**config.mk**
```make
export PLATFORM = sky130hd
export DESIGN_NAME = synth_poly_pwm
export DESIGN_NICKNAME = d
export VERILOG_FILES = /design/src/rtl/synth_pkg.sv /design/src/rtl/synth_voice.sv /design/src/rtl/synth_poly_pwm.sv
export SDC_FILE = /design/constraint.sdc
export NUM_CORES = 1
export LEC_CHECK = 0
export CAP_MARGIN = 20
export CELL_PAD_IN_SITES_DETAIL_PLACEMENT = 0
export CELL_PAD_IN_SITES_GLOBAL_PLACEMENT = 1
export CORE_ASPECT_RATIO = 0.7
export CORE_UTILIZATION = 49
export DETAILED_ROUTE_END_ITERATION = 8
export PLACE_DENSITY = 0.84
export SLEW_MARGIN = 20
export SYNTH_ARGS = -nofsm -noshare
export SYNTH_HDL_FRONTEND = slang
export SYNTH_SLANG_ARGS = --single-unit
```
**constraint.sdc**
```tcl
create_clock -name clk -period 10.95 [get_ports clk]
set_clock_uncertainty 0.15 [all_clocks]
set_input_delay 2.19 -clock clk [delete_from_list [all_inputs] [get_ports clk]]
set_output_delay 2.19 -clock clk [all_outputs]
set_load 0.01 [all_outputs]
```
**src/rtl/synth_pkg.sv**
```systemverilog
// Shared constants and helpers for the polyphonic PWM synth.
// Note table, waveform encoding and mixer width calculation.
// Pure declarations; no logic lives here.
package synth_pkg;

  // Phase increments for one octave of C major (equal temperament), C4 = 24'h00_4000.
  localparam logic [23:0] INC [8] = '{
    24'h00_4000,  // C
    24'h00_47D6,  // D
    24'h00_50A2,  // E
    24'h00_556E,  // F
    24'h00_5FE4,  // G
    24'h00_6BA2,  // A
    24'h00_78D1,  // B
    24'h00_8000   // C'
  };

  // sw[4:3] waveform select.
  typedef enum logic [1:0] {
    WF_SQUARE = 2'd0,
    WF_SAW    = 2'd1,
    WF_TRI    = 2'd2,
    WF_PULSE  = 2'd3
  } wave_t;

  // Width of an unsigned sum of nvoices products of a 4-bit wave and an env_w envelope.
  function automatic int mix_w(input int nvoices, input int env_w);
    return 4 + env_w + $clog2(nvoices);
  endfunction

endpackage

```
**src/rtl/synth_voice.sv**
```systemverilog
// One synth voice: phase accumulator, waveform decode, attack/release envelope, product.
// Latency: acc/env update on the tick edge; smp is combinational from those registers.
// Backpressure: none; advances only on tick/env_tick strobes from the top.
module synth_voice
  import synth_pkg::*;
#(
  parameter int IDX   = 0,
  parameter int ACC_W = 24,
  parameter int ENV_W = 4
) (
  input  logic             clk,
  input  logic             rst,
  input  logic             tick,
  input  logic             env_tick,
  input  logic             key,
  input  logic [2:0]       oct,
  input  wave_t            wf,
  output logic             active,
  output logic [ENV_W+3:0] smp
);

  localparam logic [ACC_W-1:0] INC_I   = ACC_W'(INC[IDX]);
  localparam logic [ENV_W-1:0] ENV_MAX = '1;

  logic [ACC_W-1:0] acc;
  logic [ENV_W-1:0] env;
  logic [ENV_W-1:0] env_nxt;
  logic [3:0]       ph;
  logic [3:0]       wv;

  // Envelope step: one up or down per env tick, saturating at both ends.
  always_comb begin
    env_nxt = env;
    if (env_tick) begin
      if (key) begin
        if (env != ENV_MAX) env_nxt = env + 1'b1;
      end else if (env != '0) begin
        env_nxt = env - 1'b1;
      end
    end
  end

  // Phase accumulator (wraps silently) and envelope/active registers.
  always_ff @(posedge clk) begin
    if (rst) begin
      acc    <= '0;
      env    <= '0;
      active <= 1'b0;
    end else begin
      if (tick) acc <= acc + (INC_I << oct);
      env    <= env_nxt;
      active <= (env_nxt != '0);
    end
  end

  // Waveform decode from the top four phase bits, then scale by envelope.
  always_comb begin
    ph = acc[ACC_W-1 -: 4];
    case (wf)
      WF_SQUARE: wv = ph[3] ? 4'hF : 4'h0;
      WF_SAW:    wv = ph;
      WF_TRI:    wv = ph[3] ? {~ph[2:0], 1'b0} : {ph[2:0], 1'b0};
      default:   wv = (ph[3:2] == 2'b11) ? 4'hF : 4'h0;
    endcase
    smp = {{ENV_W{1'b0}}, wv} * {4'b0000, env};
  end

endmodule

```
**src/rtl/synth_poly_pwm.sv**
```systemverilog
// Polyphonic PWM synth top: tick counters, voice array, mixer(s), PWM output stage.
// Optional stereo spread is compiled in with `define SYNTH_STEREO_EN.
// Latency: duty latches at each sample period wrap; pwm pins are registered (+1 clock).
// Backpressure: none; free-running, outputs a new sample every 2^PWM_W clocks.
module synth_poly_pwm
  import synth_pkg::*;
#(
  parameter int NVOICES = 5,
  parameter int NSW     = 8,
  parameter int ACC_W   = 24,
  parameter int PWM_W   = 8,
  parameter int ENV_W   = 4,
  parameter int ENV_DIV = 64
) (
  input  logic               clk,
  input  logic               rst,
  input  logic [NSW-1:0]     sw,
  input  logic [NVOICES-1:0] note_en,
  output logic               pwm_l,
  output logic               pwm_r,
  output logic               sample_tick,
  output logic [NVOICES-1:0] active
);

  localparam int SMP_W = 4 + ENV_W;
  localparam int MIX_W = mix_w(NVOICES, ENV_W);
  localparam int DIV_W = (ENV_DIV > 1) ? $clog2(ENV_DIV) : 1;
  localparam logic [DIV_W-1:0] DIV_LAST = DIV_W'(ENV_DIV - 1);
  localparam logic [PWM_W-1:0] CNT_MAX  = '1;

  logic [PWM_W-1:0] cnt;
  logic [PWM_W-1:0] duty_l;
  logic [DIV_W-1:0] div_cnt;
  logic             env_tick;
  logic [1:0]       gain;
  logic [SMP_W-1:0] smp [NVOICES];
  logic [MIX_W-1:0] sum_all;
  logic [MIX_W-1:0] mix_l;
  logic             unused_sw;

`ifdef SYNTH_STEREO_EN
  logic [PWM_W-1:0] duty_r;
  logic [MIX_W-1:0] sum_even;
  logic [MIX_W-1:0] sum_odd;
  logic [MIX_W-1:0] mix_r;
`endif

  // Switch bits above the defined controls carry no meaning.
  assign unused_sw   = ^sw[NSW-1:7];
  assign gain        = sw[6:5];
  assign sample_tick = (cnt == CNT_MAX);
  assign env_tick    = sample_tick && (div_cnt == DIV_LAST);

  // Gain shift (gain 3 = no shift, gain 0 = >>3) then clamp to full-scale duty.
  function automatic logic [PWM_W-1:0] scale_sat(input logic [MIX_W-1:0] s,
                                                  input logic [1:0]       g);
    logic [MIX_W-1:0] sh;
    sh = s >> (2'd3 - g);
    if (sh > MIX_W'(CNT_MAX)) return CNT_MAX;
    return PWM_W'(sh);
  endfunction

  for (genvar g = 0; g < NVOICES; g++) begin : g_voice
    synth_voice #(
      .IDX   (g),
      .ACC_W (ACC_W),
      .ENV_W (ENV_W)
    ) u_voice (
      .clk      (clk),
      .rst      (rst),
      .tick     (sample_tick),
      .env_tick (env_tick),
      .key      (note_en[g]),
      .oct      (sw[2:0]),
      .wf       (wave_t'(sw[4:3])),
      .active   (active[g]),
      .smp      (smp[g])
    );
  end

  // Unsigned voice sums; widths leave headroom so no sum can overflow.
  always_comb begin
    sum_all = '0;
`ifdef SYNTH_STEREO_EN
    sum_even = '0;
    sum_odd  = '0;
`endif
    for (int i = 0; i < NVOICES; i++) begin
      sum_all = sum_all + MIX_W'(smp[i]);
`ifdef SYNTH_STEREO_EN
      if (i % 2 == 0) sum_even = sum_even + MIX_W'(smp[i]);
      else            sum_odd  = sum_odd  + MIX_W'(smp[i]);
`endif
    end
`ifdef SYNTH_STEREO_EN
    mix_l = sw[7] ? sum_even : sum_all;
    mix_r = sw[7] ? sum_odd  : sum_all;
`else
    mix_l = sum_all;
`endif
  end

  // Free-running period counter, envelope divider and per-period duty latch.
  always_ff @(posedge clk) begin
    if (rst) begin
      cnt     <= '0;
      div_cnt <= '0;
      duty_l  <= '0;
`ifdef SYNTH_STEREO_EN
      duty_r  <= '0;
`endif
    end else begin
      cnt <= cnt + 1'b1;
      if (sample_tick) begin
        duty_l  <= scale_sat(mix_l, gain);
`ifdef SYNTH_STEREO_EN
        duty_r  <= scale_sat(mix_r, gain);
`endif
        div_cnt <= (div_cnt == DIV_LAST) ? '0 : div_cnt + 1'b1;
      end
    end
  end

  // Registered PWM comparators; the mono right pin trails the left pin by one clock.
  always_ff @(posedge clk) begin
    if (rst) begin
      pwm_l <= 1'b0;
      pwm_r <= 1'b0;
    end else begin
      pwm_l <= (cnt < duty_l);
`ifdef SYNTH_STEREO_EN
      pwm_r <= sw[7] ? (cnt < duty_r) : (cnt < duty_l);
`else
      pwm_r <= pwm_l;
`endif
    end
  end

endmodule

```
Word-level counts from Yosys, hierarchy flattened
Cells that the tools add are included.
{"block": "word_totals", "ram_bits": 0, "in_bits": 15, "output_inout_bits": 8, "memories": 0, "latchBits": 0, "wordCells": 132, "regBits": 169, "rom_bits": 0}
{"block": "classes", "n_shift": 6, "mul": 5, "muxes": 46, "div_mod_pow": 0, "n_lt_le_gt_ge": 2, "bitwise_logic": 5, "n_addsub": 22, "n_eq_ne": 14, "n_reduce_logical": 12}
{"cell": "$mux 4", "count": 35}
{"cell": "$add 24x24->24", "count": 5}
{"cell": "$shl 15x3->24 const A", "count": 5}
{"cell": "$pmux 4 s3", "count": 5}
{"cell": "$mul 4x4->8", "count": 5}
{"cell": "$reduce_bool 4->1", "count": 10}
{"cell": "$add 4x1->4 const B", "count": 5}
{"cell": "$ne 4x4->1 const B", "count": 5}
{"cell": "$sub 4x1->4 const B", "count": 5}
{"cell": "$mux 8", "count": 2}
{"cell": "$not 3->3", "count": 5}
{"cell": "$eq 2x2->1 const B", "count": 6}
{"cell": "$add 10x8->11", "count": 1}
{"cell": "$add 11x8->11", "count": 1}
{"cell": "$gt 11x8->1 const B", "count": 1}
{"cell": "$shr 11x2->11", "count": 1}
{"cell": "$add 9x8->10", "count": 1}
{"cell": "$add 8x8->9", "count": 1}
{"cell": "$add 8x1->8 const B", "count": 1}
{"cell": "$eq 8x8->1 const B", "count": 1}
{"cell": "$lt 8x8->1", "count": 1}
{"cell": "$add 6x1->6 const B", "count": 1}
{"cell": "$eq 6x6->1 const B", "count": 1}
{"cell": "$mux 6", "count": 1}
{"cell": "5 further kinds", "count": 7}

Depth between registers and ports, before layout
Gate-level depths: netlist of the first run.
{"block": "logic_depth", "depth_word": 14, "mapped_depth": 27, "mapped_depth_nobuf": 26}

Cells and area by module
A second synthesis of the first run with hierarchy kept.
{"block": "unflattened", "hier_cells": 2044, "area_unflattened_um2": 16313.1}
{"module": "synth_voice at g_voice[2].u_voice", "cells_per_inst": 408, "n_inst": 1, "area_per_inst_um2": 3133.0}
{"module": "synth_voice at g_voice[3].u_voice", "cells_per_inst": 400, "n_inst": 1, "area_per_inst_um2": 3104.2}
{"module": "synth_voice at g_voice[1].u_voice", "cells_per_inst": 378, "n_inst": 1, "area_per_inst_um2": 3009.1}
{"module": "synth_voice at g_voice[4].u_voice", "cells_per_inst": 366, "n_inst": 1, "area_per_inst_um2": 2879.0}
{"module": "synth_poly_pwm", "cells_per_inst": 286, "n_inst": 1, "area_per_inst_um2": 2504.9}
{"module": "synth_voice at g_voice[0].u_voice", "cells_per_inst": 206, "n_inst": 1, "area_per_inst_um2": 1682.9}

Worst setup path after synthesis of the first run
No wires, ideal clock.
{"block": "synth_path", "kind": "input to register", "from": "input port sw[3]", "to": "register duty_l[2]", "setup_slack_ps": 1913, "arrival_ps": 8740, "path_stages": 23, "path_cell_list": "clkbuf_1 > buf_1 > mux2i_1 > o21ai_0 > nand2_1 > fa_1 > fa_1 > inv_1 > fa_1 > fa_1 > fa_1 > inv_1 > fa_1 > fa_1 > inv_1 > ha_1 > o21ai_0 > o21bai_1 > o21ba_2 > xnor2_1 > and3_1 > a211oi_2 > a221oi_1"}
{"block": "synth_via", "elab_chain_len": 13}
{"element": "start: declaration", "line": "synth_poly_pwm.sv:17", "text": "input logic [NSW-1:0] sw,"}
{"element": "$eq 2x2->1, or another cell as far along", "line": "synth_voice.sv:59", "text": "case (wf)"}
{"element": "$pmux 4 s3", "line": "synth_voice.sv:59"}
{"element": "$mul 4x4->8", "line": "synth_voice.sv:65", "text": "smp = {{ENV_W{1'b0}}, wv} * {4'b0000, env};"}
{"element": "$add 8x8->9", "line": "synth_poly_pwm.sv:89", "text": "sum_all = sum_all + MIX_W'(smp[i]);"}
{"element": "$add 9x8->10", "line": "synth_poly_pwm.sv:89"}
{"element": "$add 10x8->11", "line": "synth_poly_pwm.sv:89"}
{"element": "$add 11x8->11 *", "line": "synth_poly_pwm.sv:89"}
{"element": "$shr 11x2->11 *", "line": "synth_poly_pwm.sv:58", "text": "sh = s >> (2'd3 - g);"}
{"element": "$gt 11x8->1", "line": "synth_poly_pwm.sv:59", "text": "if (sh > MIX_W'(CNT_MAX)) return CNT_MAX;"}
{"element": "$mux 1", "line": "synth_poly_pwm.sv:59"}
{"element": "$mux 1", "line": "synth_poly_pwm.sv:114", "text": "if (sample_tick) begin"}
{"element": "$mux 1", "line": "synth_poly_pwm.sv:105", "text": "if (rst) begin"}
{"element": "$mux 8 *", "line": "synth_poly_pwm.sv:60", "text": "return PWM_W'(sh);"}
{"element": "end signal: assignment", "line": "synth_poly_pwm.sv:115", "text": "duty_l <= scale_sat(mix_l, gain);"}
{"element": "end: declaration", "line": "synth_poly_pwm.sv:32", "text": "logic [PWM_W-1:0] duty_l;"}
Every way passes the cells marked *; elsewhere a longest branch is shown, timed or not. The select of a mux whose other input is x is not followed.
A chain may end at the register's enable or synchronous reset.

Worst setup path in the final report of the first run
Same ends and word-level chain as after synthesis.

==> impl_metrics.csv, run 1 <==
group,metric,value,unit
yosys,synth_compound_area_share,22.7,%
setup_path,r2r-start,"g_voice[2].u_voice.acc[23]$_SDFFE_PP0P_",
setup_path,crit_required,11.08,ns
global_routing,grt_first_pass_wirelength,62300,µm
hold_path,min_to,"g_voice[0].u_voice.acc[14]$_SDFFE_PP0P_",
yosys,yosys_warnings,0,
yosys,syn_avg_cell_area,7.93,µm²
cts,cts.sinks,150,
yosys,synth_flop_cell,"dfxtp_1",
sta,grt_setup_unrepaired,"no",
outcome,run_status,"finished, final reports clean",
die,pin_count,23,
global_routing,track_usage,25.1,%
placement,io_buffer_count,21,
yosys,synthSimpleGateAreaFrac,20.9,%
setup_path,worstPathArrival,9.89,ns
detailed_routing,top_layer_used,"met4",
final_layout,final_nets,2092,
detailed_routing,m1WireLength,20500,µm
die,dieArea,31000,µm²
cts,cts_resized,0,
hold_path,timing.hold.worst.class,"flop to flop",
cts,cts_max_level,4,
sta,period_needed,9.76,ns
sta,hold_viol,0,
pwr,p_leak,6.91,nW
cts,hold_buffers,0,
detailed_routing,drc,0,
sta,slew_headroom,34.6,%
detailed_routing,num_vias,12914,
die,fp.dieH,148,µm
final_layout,area_growth_syn_to_layout,6.86,%
detailed_routing,wl_met3,1910,µm
cts,cts_buffer_depth,2,
detailed_routing,first_iter_violations,895,
placement,place_congestion,0.920,
yosys,synth-adder-area-share,23.5,%
yosys,synth-xor-area-share,3.90,%
die,core,29300,µm²
detailed_routing,ant_nets,0,
setup_path,crit_fanout,24,
detailed_routing,wl,37800,µm
yosys,seq_area_frac_synth,20.2,%
die,die_w,210,µm
yosys,syn-instance-count,1872,
global_routing,grt_max_degree,73,
sta,fin_crit_sh,89.1,%
cts,cts_tree,"yes",
yosys,synth.mux.area_fraction,2.23,%
setup_path,reg2reg_depth,23,
setup_path,r2r_slack,3.44,ns
global_routing,overflow,0,
detailed_routing,dr_wl_met2,15100,µm
pwr,finalPower,1.33,mW
yosys,synth.top_cell.area_share,20.2,%
global_routing,grt_pass1_vias,12172,
cts,cts_inserted_buffers,17,
cts,clock_latency,0.45,ns
hold_path,hold_path.startpoint,"g_voice[0].u_voice.acc[14]$_SDFFE_PP0P_",
detailed_routing,vias_per_cell,5.72,
die,initial_core_util,50.6,%
run,cap_violations,0,
sta,worstMarginPinSlew,0.978,ns
detailed_routing,first_pass_iters,5,
setup_path,critPathKind,"input pin to flop",
pwr,power_density,83.7,nW/µm²
yosys,synthTopCellsByCount,"193 x nand2_1, 171 x ha_1, 151 x inv_1",
die,row_count,52,
yosys,synth_largest_area_cell,"dfxtp_1",
sta,setup_viol,0,
final_layout,diodes,0,
yosys,synth_enable_flop_cells,0,
cts,post_cts_buffers,0,
setup_path,r2r_end,"duty_l[2]$_SDFFE_PP0P_",
yosys,syn_nets,2125,
setup_path,crit_path_start_kind,"input pin",
yosys,async_reset_ff_share,0,%
sta,slew_viol_final,0,
pwr,ir_drop,86.8,µV
placement,dp_hpwl,28700,µm
sta,fin_setup_tns,0,ns
sta,max_freq,102,MHz
yosys,ys_ff_latch,150,
cts,clk_pin_slew,0.06,ns
yosys,synth.area.top_cells,"dfxtp_1 20%, ha_1 14%, fa_1 9.0%",
final_layout,drive_above_1_share,5.29,%
yosys,synth_top_family_by_area,"adder cells",
yosys,syn_area,14800,µm²
yosys,synth_cell_types,79,
yosys,synth.most_common_cell,"nand2_1",
detailed_routing,wire_per_inst,16.8,µm
hold_path,holdPathStages,2,
global_routing,antenna_found_initial,0,
setup_path,crit_path_end_kind,"flop",
cts,cts_root_buf,"clkbuf_16",
[cells in the final DEF, fill, tap and decap left out, types with 6 or more instances in the layout]
cell and instances:
buf_4 15, o31ai_1 8, nor3b_1 6, nor2b_1 38, inv_1 151, a21oi_1 141, nand2_1 193, xor2_1 27
nor2_1 136, a21boi_0 11, nor3_1 38, mux2i_1 23, a221oi_1 6, o31a_1 7, and3_1 18, a21o_1 42
ha_1 171, and2_1 35, a211o_1 8, o21a_1 34, fa_1 67, or4_1 7, a31oi_1 15, a211oi_1 25
or2_2 18, nor4b_1 7, mux2_2 9, nand3_1 59, o211ai_1 30, clkdlybuf4s50_1 20, or3_1 21, dfxtp_1 150
xnor2_1 39, o21ai_0 90, nand2b_1 35, a32o_1 7, clkbuf_16 17, nand4_1 8, nor4_1 7
[worst max path at each step]
stage / from / to / slack [ns] / cells past startpoint
floorplan: sw[3] / duty_l[2]$_SDFFE_PP0P_ / 1.91 / 23
global placement: sw[3] / duty_l[2]$_SDFFE_PP0P_ / 0.94 / 25
detailed placement: sw[3] / duty_l[2]$_SDFFE_PP0P_ / 0.80 / 22
CTS: sw[3] / duty_l[2]$_SDFFE_PP0P_ / 1.27 / 23
global route: sw[3] / duty_l[3]$_SDFFE_PP0P_ / 0.79 / 22
finish: sw[3] / duty_l[2]$_SDFFE_PP0P_ / 1.19 / 22
[stage by stage]
step / hold WS [ns] / instances / instance area, µm² / worst slack, ns / util, %
5_1_grt: 0.325 / 2256 / 15900 / 0.786 / 54.0
6_report: 0.310 / 2256 / 15900 / 1.19 / 54.0
2_1_floorplan: 0.282 / 1872 / 14800 / 1.91 / -
3_3_place_gp: 0.291 / 2225 / 15300 / 0.941 / 52.1
3_5_place_dp: 0.299 / 2225 / 15300 / 0.795 / 52.1
4_1_cts: 0.308 / 2256 / 15900 / 1.27 / 54.0
[critical path, stage by stage]
cell and delay [ns]:
clkdlybuf4s50_1 1.11, mux2i_1 0.16, o21ai_0 0.55, nand2_1 0.18, fa_1 0.60, fa_1 0.44, fa_1 0.55, inv_1 0.06
fa_1 0.47, fa_1 0.54, inv_1 0.05, fa_1 0.51, fa_1 0.54, inv_1 0.04, ha_1 0.33, o21ai_0 0.16
o21bai_1 0.12, o21ba_2 0.27, xnor2_1 0.17, and3_1 0.21, a211oi_2 0.45, a221oi_1 0.15
[layer usage]
metal	global-route usage, %	vias to the layer above
met5	0	-
met4	5.22	0
met3	3.95	25
met2	36.0	274
met1	38.9	6083
li1	-	6532
[cells by family (layout without fill, tap and decap cells)]
family	count (synthesis)	count (layout)
compound gates	506	506
xor+xnor	66	66
fa+ha+maj	238	238
buf+inv	241	220
flops	150	150
mux	32	32
simple gates	639	639
[layout make-up]
| type | instances | area, µm² |
|---|---|---|
| fillers | 2805 | 13500 |
| inverters | 154 | 578 |
| well taps | 405 | 507 |
| repair buffers | 35 | 313 |
| multi-input cells | 1481 | 10900 |
| flip-flops and latches | 150 | 3000 |
| clock buffers | 18 | 429 |
| clock inverters | 13 | 149 |
[power by group]
group          internal, mW  switching (mW)  total (mW)
Sequential            0.550         0.00743       0.558
Clock                 0.337           0.261       0.598
Combinational        0.0654           0.106       0.171
[flip-flops by register name (all words and copies together) (netlist names)]
name,cells
duty_l,8
g_voice.u_voice.env,20
pwm_r,1
g_voice.u_voice.acc,101
pwm_l,1
g_voice.u_voice.active,5
cnt,8
div_cnt,6
Note: power is estimated with default switching activity, not from simulation.
==> inputs of run 2 (changes only) <==
--- a/config.mk
+++ b/config.mk
@@ -11,7 +11,8 @@
 export CORE_ASPECT_RATIO = 0.7
 export CORE_UTILIZATION = 49
 export DETAILED_ROUTE_END_ITERATION = 8
-export PLACE_DENSITY = 0.84
+export PLACE_DENSITY_LB_ADDON = 0.15
+export SKIP_CTS_REPAIR_TIMING = 1
 export SLEW_MARGIN = 20
 export SYNTH_ARGS = -nofsm -noshare
 export SYNTH_HDL_FRONTEND = slang
==> run 2 against run 1 <==
Net effect:
- combinational power is essentially flat
- via count is 0.26% lower
- sequential power is essentially flat
- die area unchanged
- critical path type unchanged
- largest cell class unchanged
- largest power group unchanged
==> impl_metrics.csv, run 2 (synthesis results as in run 1) <==
group,metric,value,unit
final_layout,largest_reg_flops,101,
setup_path,r2r-start,"g_voice[2].u_voice.acc[23]$_SDFFE_PP0P_",
detailed_routing,drc,0,
detailed_routing,wire_per_inst,16.9,µm
global_routing,grt_first_pass_wirelength,62900,µm
setup_path,critPathKind,"input pin to flop",
detailed_routing,ant_nets,0,
setup_path,critPathMaxStageDelay,0.89,ns
setup_path,crit_path_start_kind,"input pin",
die,dieArea,31000,µm²
placement,dp.cells,2223,
final_layout,layout_common_cells,"193 x nand2_1, 171 x ha_1, 151 x inv_1",
outcome,run_status,"finished, final reports clean",
setup_path,reg2reg_depth,23,
cts,clk_pin_slew,0.07,ns
pwr,ir_drop,89.8,µV
die,pin_count,23,
run,cap_violations,0,
hold_path,holdPathStages,2,
sta,fin_setup_tns,0,ns
die,initial_core_util,50.6,%
global_routing,grt_pass1_vias,11941,
hold_path,hold_path.startpoint,"g_voice[3].u_voice.acc[3]$_SDFFE_PP0P_",
setup_path,crit_path_end_kind,"flop",
placement,place_congestion,0.888,
sta,setup_viol,0,
final_layout,diodes,0,
sta,period_needed,9.70,ns
setup_path,crit_start,"sw[4]",
final_layout,final_nets,2090,
cts,cts_inserted_buffers,17,
detailed_routing,first_pass_iters,5,
setup_path,worstPathArrival,9.91,ns
placement,dp_slack,0.822,ns
hold_path,timing.hold.worst.class,"flop to flop",
final_layout,largest_register,"g_voice.u_voice.acc",
final_layout,drive_above_1_share,5.25,%
cts,clock_latency,0.46,ns
global_routing,antenna_found_initial,0,
placement,dpl_cell_area,15300,µm²
placement,io_buffer_count,21,
final_layout,nFillCells,2803,
final_layout,final_area,15900,µm²
setup_path,path_cells,"clkdlybuf4s50_1 > buf_4 > nand2_1 > xor2_1 > o21ai_0 > nand2_1 > fa_1 > fa_1 > fa_1 > inv_1 > fa_1 > fa_1 > inv_1 > fa_1 > fa_1 > inv_1 > ha_1 > nand2b_1 > a21oi_1 > o21ai_0 > a21oi_1 > mux2_2 > o221ai_1 > a221oi_1",
placement,dp_hpwl,28700,µm
setup_path,crit_fanout,19,
final_layout,area_growth_syn_to_layout,6.99,%
final_layout,layout_commonest_cell,"nand2_1",
final_layout,top_regs,"g_voice.u_voice.acc: 101 flops, g_voice.u_voice.env: 20 flops",
cts,cts.sinks,150,
detailed_routing,vias_per_cell,5.71,
die,row_count,52,
final_layout,post-route-util,54.1,%
global_routing,overflow,0,
setup_path,crit_required,11.16,ns
detailed_routing,first_iter_violations,859,
detailed_routing,num_vias,12881,
setup_path,cpMaxStageDelayCell,"clkdlybuf4s50_1",
pwr,power_density,85.9,nW/µm²
die,die_w,210,µm
sta,max_freq,103,MHz
die,fp.dieH,148,µm
cts,cts_max_level,4,
pwr,p_leak,6.91,nW
sta,fin_crit_sh,88.6,%
sta,fin_ws,1.25,ns
detailed_routing,wl,38100,µm
cts,cts_root_buf,"clkbuf_16",
sta,worstMarginPinSlew,0.893,ns
sta,slew_viol_final,0,
global_routing,track_usage,25.5,%
sta,slew_headroom,40.3,%
setup_path,crit_path_frequent_cell,"fa_1",
sta,grt_setup_unrepaired,"no",
cts,cts_tree,"yes",
final_layout,instances_no_fill,2254,
global_routing,grt_max_degree,66,
die,core,29300,µm²
sta,hold_viol,0,
cts,cts_buffer_depth,2,
[run 2: cell types whose count changed in the layout (fill, tap and decap cells not counted), sizes merged]
cell,delta
buf,-2
inv,-2
bufinv,+1
clkinv,+1
[run 2: worst paths after layout]
check / to / slack, ns
setup / recovery: duty_l[6]$_SDFFE_PP0P_ / 1.25
hold / removal: g_voice[3].u_voice.acc[3]$_SDFFE_PP0P_ / 0.31
setup reg to reg: duty_l[6]$_SDFFE_PP0P_ / 3.43
hold reg to reg: g_voice[3].u_voice.acc[3]$_SDFFE_PP0P_ / 0.31
[run 2: area by class of cell]
class / count / area [µm²] / area share (%)
multi-input combinational: 1481 / 10900 / 68.5
sequential: 150 / 3000 / 18.9
tap: 405 / 507 / 3.19
timing repair buffer: 33 / 298 / 1.88
inverter: 154 / 578 / 3.64
clock buffer: 18 / 439 / 2.77
clock inverter: 13 / 174 / 1.10
[run 2: worst max-delay path: cells and delay by family]
family,cells,cell delay (ns)
muxes,1,0.23
and+or+nand+nor,3,0.32
AOI/OAI and AO/OA,6,1.71
xor gates and xnor gates,1,0.14
buffers and inverters,5,1.34
adders and majority gates,8,3.97
[run 2: metrics by stage]
step           total power, mW  hold WS [ns]
3_3_place_gp             0.736         0.291
4_1_cts                   1.38         0.309
5_1_grt                   1.42         0.321
3_5_place_dp             0.738         0.299
2_1_floorplan            0.692         0.282
6_report                  1.36         0.306
[run 2: metal layers]
layer	wire (µm)	share of wire [%]	GRT usage, %
met5	0	0	0
met1	21000	55	41.2
met2	14700	38	34.6
met4	293	0.77	5.40
met3	2090	5.5	4.04
[run 2: report_power, final]
part	internal [mW]	total [mW]	switching [mW]
clock network	0.366	0.634	0.268
logic	0.0652	0.172	0.106
registers	0.550	0.558	0.00725
